File: src/rtl/sram_arbiter_pkg.sv
// Shared types and constants for the SRAM arbiter (state encoding, grant owner, reset level).
// Latency: n/a (types only).
// Backpressure: n/a (types only).
package sram_arbiter_pkg;

    // Reset is asserted when rst carries this level.
    localparam logic RST_ENABLE = 1'b0;

    // Width of the ACCESS-phase wait counter; bounds WAIT_CYCLES to 0..7.
    localparam int WAIT_CNT_W = 3;

    typedef enum logic [1:0] {
        ARB_IDLE   = 2'd0,
        ARB_ACCESS = 2'd1,
        ARB_DONE   = 2'd2
    } arb_state_t;

    typedef enum logic {
        GRANT_IF  = 1'b0,
        GRANT_MEM = 1'b1
    } grant_t;

endpackage

File: src/rtl/sram_arbiter.sv
// Shares one async SRAM between fetch and MEM; MEM wins ties. Optional fetch-stall counter: SRAM_ARB_STAT_EN.
// Latency: ready pulses WAIT_CYCLES+2 cycles after the IDLE cycle that sampled the request.
// Backpressure: the unserved or in-flight requester is held by stall_req until its ready pulse.
module sram_arbiter
    import sram_arbiter_pkg::*;
#(
    parameter int WAIT_CYCLES = 1,
    parameter int ADDR_W      = 16,
    parameter int DATA_W      = 16
) (
    input  logic              clk,
    input  logic              rst,
    input  logic              if_req,
    input  logic [ADDR_W-1:0] if_addr,
    output logic [DATA_W-1:0] if_rdata,
    output logic              if_ready,
    input  logic              mem_req,
    input  logic              mem_we,
    input  logic [ADDR_W-1:0] mem_addr,
    input  logic [DATA_W-1:0] mem_wdata,
    output logic [DATA_W-1:0] mem_rdata,
    output logic              mem_ready,
    output logic              stall_req,
    output logic [ADDR_W-1:0] sram_addr,
    output logic [DATA_W-1:0] sram_wdata,
    output logic              sram_wdata_oe,
    input  logic [DATA_W-1:0] sram_rdata,
    output logic              sram_ce_n,
    output logic              sram_oe_n,
    output logic              sram_we_n,
    output logic [15:0]       stat_if_stall
);

    // Index of the final ACCESS cycle; ACCESS therefore spans WAIT_CYCLES+1 cycles.
    localparam logic [WAIT_CNT_W-1:0] LAST_CNT = WAIT_CNT_W'(WAIT_CYCLES);

    arb_state_t              state;
    grant_t                  grant;
    logic                    is_write;
    logic [WAIT_CNT_W-1:0]   wait_cnt;

    // Arbitration FSM; every SRAM pin and requester output is registered here.
    always_ff @(posedge clk) begin
        if (rst == RST_ENABLE) begin
            state         <= ARB_IDLE;
            grant         <= GRANT_IF;
            is_write      <= 1'b0;
            wait_cnt      <= '0;
            sram_ce_n     <= 1'b1;
            sram_oe_n     <= 1'b1;
            sram_we_n     <= 1'b1;
            sram_wdata_oe <= 1'b0;
            sram_addr     <= '0;
            sram_wdata    <= '0;
            if_ready      <= 1'b0;
            mem_ready     <= 1'b0;
            if_rdata      <= '0;
            mem_rdata     <= '0;
        end else begin
            if_ready  <= 1'b0;
            mem_ready <= 1'b0;
            case (state)
                ARB_IDLE: begin
                    wait_cnt <= '0;
                    if (mem_req) begin
                        state         <= ARB_ACCESS;
                        grant         <= GRANT_MEM;
                        is_write      <= mem_we;
                        sram_addr     <= mem_addr;
                        sram_wdata    <= mem_wdata;
                        sram_ce_n     <= 1'b0;
                        sram_oe_n     <= mem_we;
                        sram_we_n     <= ~mem_we;
                        sram_wdata_oe <= mem_we;
                    end else if (if_req) begin
                        state         <= ARB_ACCESS;
                        grant         <= GRANT_IF;
                        is_write      <= 1'b0;
                        sram_addr     <= if_addr;
                        sram_ce_n     <= 1'b0;
                        sram_oe_n     <= 1'b0;
                        sram_we_n     <= 1'b1;
                        sram_wdata_oe <= 1'b0;
                    end
                end
                ARB_ACCESS: begin
                    if (wait_cnt == LAST_CNT) begin
                        // Strobes rise while address/data stay put; the data bus
                        // keeps driving through DONE to cover write hold time.
                        state     <= ARB_DONE;
                        sram_ce_n <= 1'b1;
                        sram_oe_n <= 1'b1;
                        sram_we_n <= 1'b1;
                        if (grant == GRANT_MEM) begin
                            mem_ready <= 1'b1;
                            if (!is_write) begin
                                mem_rdata <= sram_rdata;
                            end
                        end else begin
                            if_ready <= 1'b1;
                            if_rdata <= sram_rdata;
                        end
                    end else begin
                        wait_cnt <= wait_cnt + WAIT_CNT_W'(1);
                    end
                end
                ARB_DONE: begin
                    state         <= ARB_IDLE;
                    sram_wdata_oe <= 1'b0;
                end
                default: begin
                    state <= ARB_IDLE;
                end
            endcase
        end
    end

    // A requester stalls the pipeline until the cycle its ready pulse appears.
    assign stall_req = (if_req & ~if_ready) | (mem_req & ~mem_ready);

`ifdef SRAM_ARB_STAT_EN
    logic [15:0] stall_cnt;

    // Saturating count of cycles in which fetch is waiting.
    always_ff @(posedge clk) begin
        if (rst == RST_ENABLE) begin
            stall_cnt <= 16'h0000;
        end else if (if_req && !if_ready && (stall_cnt != 16'hFFFF)) begin
            stall_cnt <= stall_cnt + 16'h0001;
        end
    end

    assign stat_if_stall = stall_cnt;
`else
    assign stat_if_stall = 16'h0000;
`endif

endmodule

File: config.mk
export PLATFORM = sky130hd
export DESIGN_NAME = sram_arbiter
export DESIGN_NICKNAME = d
export VERILOG_FILES = /design/src/rtl/sram_arbiter_pkg.sv /design/src/rtl/sram_arbiter.sv
export SDC_FILE = /design/constraint.sdc
export NUM_CORES = 1
export LEC_CHECK = 0
export CORE_MARGIN = 3
export CORE_UTILIZATION = 37
export CTS_CLUSTER_SIZE = 12
export DETAILED_ROUTE_END_ITERATION = 8
export PLACE_DENSITY = 0.77
export SETUP_SLACK_MARGIN = 0.15
export SYNTH_ARGS = -nofsm -noshare
export SYNTH_HDL_FRONTEND = slang
export SYNTH_SLANG_ARGS = --single-unit
File: constraint.sdc
create_clock -name clk -period 1.6 [get_ports clk]
set_clock_uncertainty 0.2 [all_clocks]
set_input_delay 0.24 -clock clk [delete_from_list [all_inputs] [get_ports clk]]
set_output_delay 0.24 -clock clk [all_outputs]
set_load 0.005 [all_outputs]
## Yosys cells after proc, flatten, opt, wreduce, memory -nomap -nowiden

Cells that the tools add are included.

- Register bits after elaboration: 77
- Bits of input ports: 69
- Output and inout port bits: 87
- Word-level logic and storage cells: 63

- $add $sub $neg: 1
- Equality and inequality tests: 6
- Multiplexer cells: 21
- Bitwise logic cells: 8
- Reduce and logical (&&, ||, !) cells: 13

Operators with widths:

| cell | number |
|---|---|
| $mux 16 | 2 |
| $reduce_and 2->1 | 5 |
| $mux 1 | 9 |
| $reduce_and 3->1 | 3 |
| $pmux 1 s2 | 4 |
| $mux 2 | 3 |
| $pmux 3 s2 | 1 |
| $reduce_bool 2->1 | 3 |
| $not 1->1 | 5 |
| $ne 2x2->1 const B | 2 |
| $pmux 2 s2 | 1 |
| $reduce_and 4->1 | 1 |
| $add 3x1->3 const B | 1 |
| $eq 3x1->1 const B | 1 |
| $mux 3 | 1 |
| $ne 3x3->1 const B | 1 |
| $and 1x1->1 | 2 |
| $eq 2x1->1 const B | 1 |
| $eq 2x2->1 const B | 1 |
| $logic_not 2->1 | 1 |
| $or 1x1->1 | 1 |

## Logic depth before layout (Yosys ltp)

- Depth after elaboration: 3
- Gate-level depth with buffers: 7

## Worst setup path before layout

OpenSTA, ideal clock, no wires.

- Path type: register to register
- Start point: reg wait_cnt[1]
- End point: reg if_ready
- Arrival: 1.345 ns
- Slack: -0.060 ns
- Stages on the path, launching flop included: 8
- Period minus slack after synthesis: 1.660 ns
- Path through: dfxtp_1 > inv_1 > ha_1 > and4bb_4 > and2b_1 > buf_6 > buf_8 > and2_1

- Cells in the longest elaborated chain, start to end: 2

RTL lines:

| item | line | source |
|---|---|---|
| start, declared | sram_arbiter.sv:40 | `logic [WAIT_CNT_W-1:0] wait_cnt;` |
| start signal, assigned | sram_arbiter.sv:104 | `wait_cnt <= wait_cnt + WAIT_CNT_W'(1);` |
| $eq 3x1->1 | sram_arbiter.sv:87 | `if (wait_cnt == LAST_CNT) begin` |
| $reduce_and 3->1 (no line) | -- |  |
| end signal, assigned | sram_arbiter.sv:55 | `if_ready <= 1'b0;` |
| end signal, assigned | sram_arbiter.sv:60 | `if_ready <= 1'b0;` |
| end signal, assigned | sram_arbiter.sv:100 | `if_ready <= 1'b1;` |
| end, declared | sram_arbiter.sv:16 | `output logic if_ready,` |

Every way passes these cells.
A chain may end at the register's enable or synchronous reset.

## Final worst setup path

- Start point: reg wait_cnt[1]
- End point: reg mem_rdata[14]

- Cells in the longest elaborated chain, start to end: 2

RTL lines:

| item | line | source |
|---|---|---|
| $eq 3x1->1 | sram_arbiter.sv:87 |  |
| $reduce_and 4->1 (no line) | -- |  |
| end signal, assigned | sram_arbiter.sv:97 | `mem_rdata <= sram_rdata;` |
| end, declared | sram_arbiter.sv:21 | `output logic [DATA_W-1:0] mem_rdata,` |

Every way passes these cells.

==> results.yml <==
setup_path:
  cp-end-kind: "flip-flop"
  cp-start-kind: "flip-flop"
  crit_arrival_ns: 1.66
  cp.required_ns: 1.66
  path_class: "reg -> reg"
  cp_max_fo: 8
grt:
  grtUsageMet1: 0.223
  grt-busiest-layer: "met2"
  grt_max_degree: 43
  grt_usage: 0.177
  grt_pass1_vias: 2925
  grt_pass1_wl_mm: 14.2
  grt_use_met3: 0.0449
  antenna_found_initial: 0
  overflow: 0
  met2_usage: 0.307
clocking:
  ctsHoldBuffers: 0
  h-tree-depth: 3
  cts_root_buf: "clkbuf_8"
  clk_latency_ns: 0.35
  cts.clk_slew.worst_paths_ns: 0.07
  clk_path_buf_depth: 2
  cts_buffers: 9
  cts_sinks: 77
  cts_tree: "yes"
cells_and_area:
  drive_above_1_share: 0.268
  finish.instance_area_sq_mm: 0.00532
  layout_commonest_cell: "dlygate4sd2_1"
  n_antenna_cell: 0
  layout_common_cells: "dlygate4sd2_1, nand2_1, clkdlybuf4s50_1, dfxtp_1, mux2i_1"
  nFillCells: 684
  nNetsFinal: 570
  area_growth_pct: 65.8
sta:
  tns_ns: 0
  fin_ws_ns: 0.000204
  rsz0062_at_grt: "yes"
  final.period_utilization: 1.00
  hold_viol_final: 0
  finalMaxSlewViolations: 0
  period_needed_ns: 1.60
  setup_viol_count_final: 0
  fmax_ghz: 0.625
synth:
  synth.avg_cell_area_sq_um: 9.35
  yosys.area_share.simple: 0.143
  yosysSeqAreaShare: 0.480
  synthFlopType: "dfxtp_1"
  asyncSetResetFlopFracSynth: 0
  ys.warnings.count: 0
  synth-edff-count: 0
  synth_compound_area_frac: 0.122
  syn_area_sq_mm: 0.00321
  synthAdderAreaFrac: 0.00780
  synthMuxAreaShare: 0.150
  synth.distinct_cells: 40
  synth-xor-area-share: 0
  synth_top_family_by_area: "multiplexers"
  ys_seq_elements: 77
  syn_inst: 343
route:
  vias_per_cell: 4.82
  drcViolationCount: 0
  wl_per_cell_microns: 15.2
  drtIter0Drc: 79
  first_pass_iters: 4
  ant_nets: 0
  vias: 2935
  routed_wl_mm: 9.23
power:
  ir_drop_mv: 0.486
  p_per_area_mw_per_mm2: 843
  leakagePower_nw: 2.50
  p_total_w: 0.00448
hold_path:
  hold_class: "in -> reg"
place:
  dp_hpwl_mm: 6.10
  gp_congestion: 0.723
  place_area_sq_mm: 0.00475
  place_ws_ns: -0.474
  numPortBuffers: 139
floorplanning:
  fp.dieW_microns: 99.1
  io_pins: 156
  rows: 33
  start_util: 0.387
  core_area_sq_mm: 0.00830
  dieArea_sq_mm: 0.00982
  fp.dieH_microns: 99.1
outcome:
  outcome: "complete, no violations"
run:
  max_cap_viol_count: 0
cells by family after synthesis:
| family | after synthesis |
|---|---|
| flip-flops | 77 |
| AO/OA/AOI/OAI | 65 |
| buffers and inverters | 48 |
| other | 1 |
| multiplexers | 48 |
| adder cells (fa/ha/maj) | 2 |
| AND/OR/NAND/NOR | 102 |
cell usage after synthesis, types with 2 or more instances:
library cell	number	area, sq um
nand2_1	83	312
ha_1	2	25.0
and2_1	4	25.0
a211oi_1	16	120
o22ai_1	2	12.5
a21oi_1	36	180
clkbuf_1	10	37.5
buf_4	17	128
o21ai_0	2	10.0
inv_1	5	18.8
buf_2	9	45.0
nand2b_1	2	12.5
nor2b_1	2	12.5
dfxtp_1	77	1540
mux2i_1	48	480
nor2_1	2	7.51
buf_6	3	33.8
flip-flops by register name, summed over array words and instances, names as in the netlist:
register       count
mem_rdata         16
sram_wdata        16
is_write           1
grant              1
sram_we_n          1
sram_ce_n          1
if_ready           1
wait_cnt           3
mem_ready          1
sram_addr         16
if_rdata          16
sram_oe_n          1
sram_wdata_oe      1
state              2
report_power, final:
group	switching, W	total [W]	internal [W]
registers	0.0000750	0.00210	0.00203
clock network	0.000725	0.00149	0.000767
logic	0.000391	0.000888	0.000498
routing by layer:
| metal | up-vias | routed length, microns |
|---|---|---|
| li1 | 1440 | - |
| met1 | 1388 | 3930 |
| met2 | 100 | 4700 |
| met3 | 7 | 530 |
| met4 | 0 | 61 |
| met5 | - | 0 |
metrics by stage:
stage	cells	hold slack [ns]	utilization
finish	609	0.0286	0.641
global route	609	0.0366	0.641
CTS	608	0.0223	0.621
detailed placement	583	0.247	0.572
global placement	583	0.237	0.572
floorplan	358	0.176	-
worst max-delay path: stages (launching register included):
cell	delay, ns
dfxtp_2	0.33
inv_2	0.05
ha_4	0.12
and4bb_4	0.25
buf_4	0.12
nand3b_4	0.11
buf_12	0.18
mux2i_1	0.17
final cells by class:
class | count | area [sq um] | area share
multi-input combinational | 234 | 1710 | 0.322
timing repair buffer | 171 | 1670 | 0.314
sequential | 77 | 1580 | 0.297
clock buffer | 11 | 141 | 0.0266
tap | 105 | 131 | 0.0247
clock inverter | 5 | 58.8 | 0.0111
inverter | 6 | 25.0 | 0.00470
worst paths after layout:
path	slack, ns	end	from	depth (start not counted)
worst max register to register	0.0002	mem_rdata[14]$_SDFFE_PN0P_	wait_cnt[1]$_SDFFE_PN0P_	7
worst max-delay path	0.0002	mem_rdata[14]$_SDFFE_PN0P_	wait_cnt[1]$_SDFFE_PN0P_	7
worst min register to register	0.26	if_rdata[3]$_SDFFE_PN0P_	if_rdata[3]$_SDFFE_PN0P_	2
worst min-delay path	0.03	if_rdata[4]$_SDFFE_PN0P_	rst	3
repair_timing:
item                                    4_1_cts  5_1_grt
endpoints found under the setup margin      140       64
cloned                                        5        0
setup buffers                                 4        1
pin swaps                                    19        9
resized for setup                           152       36
Power figures use the tool's default switching activity.
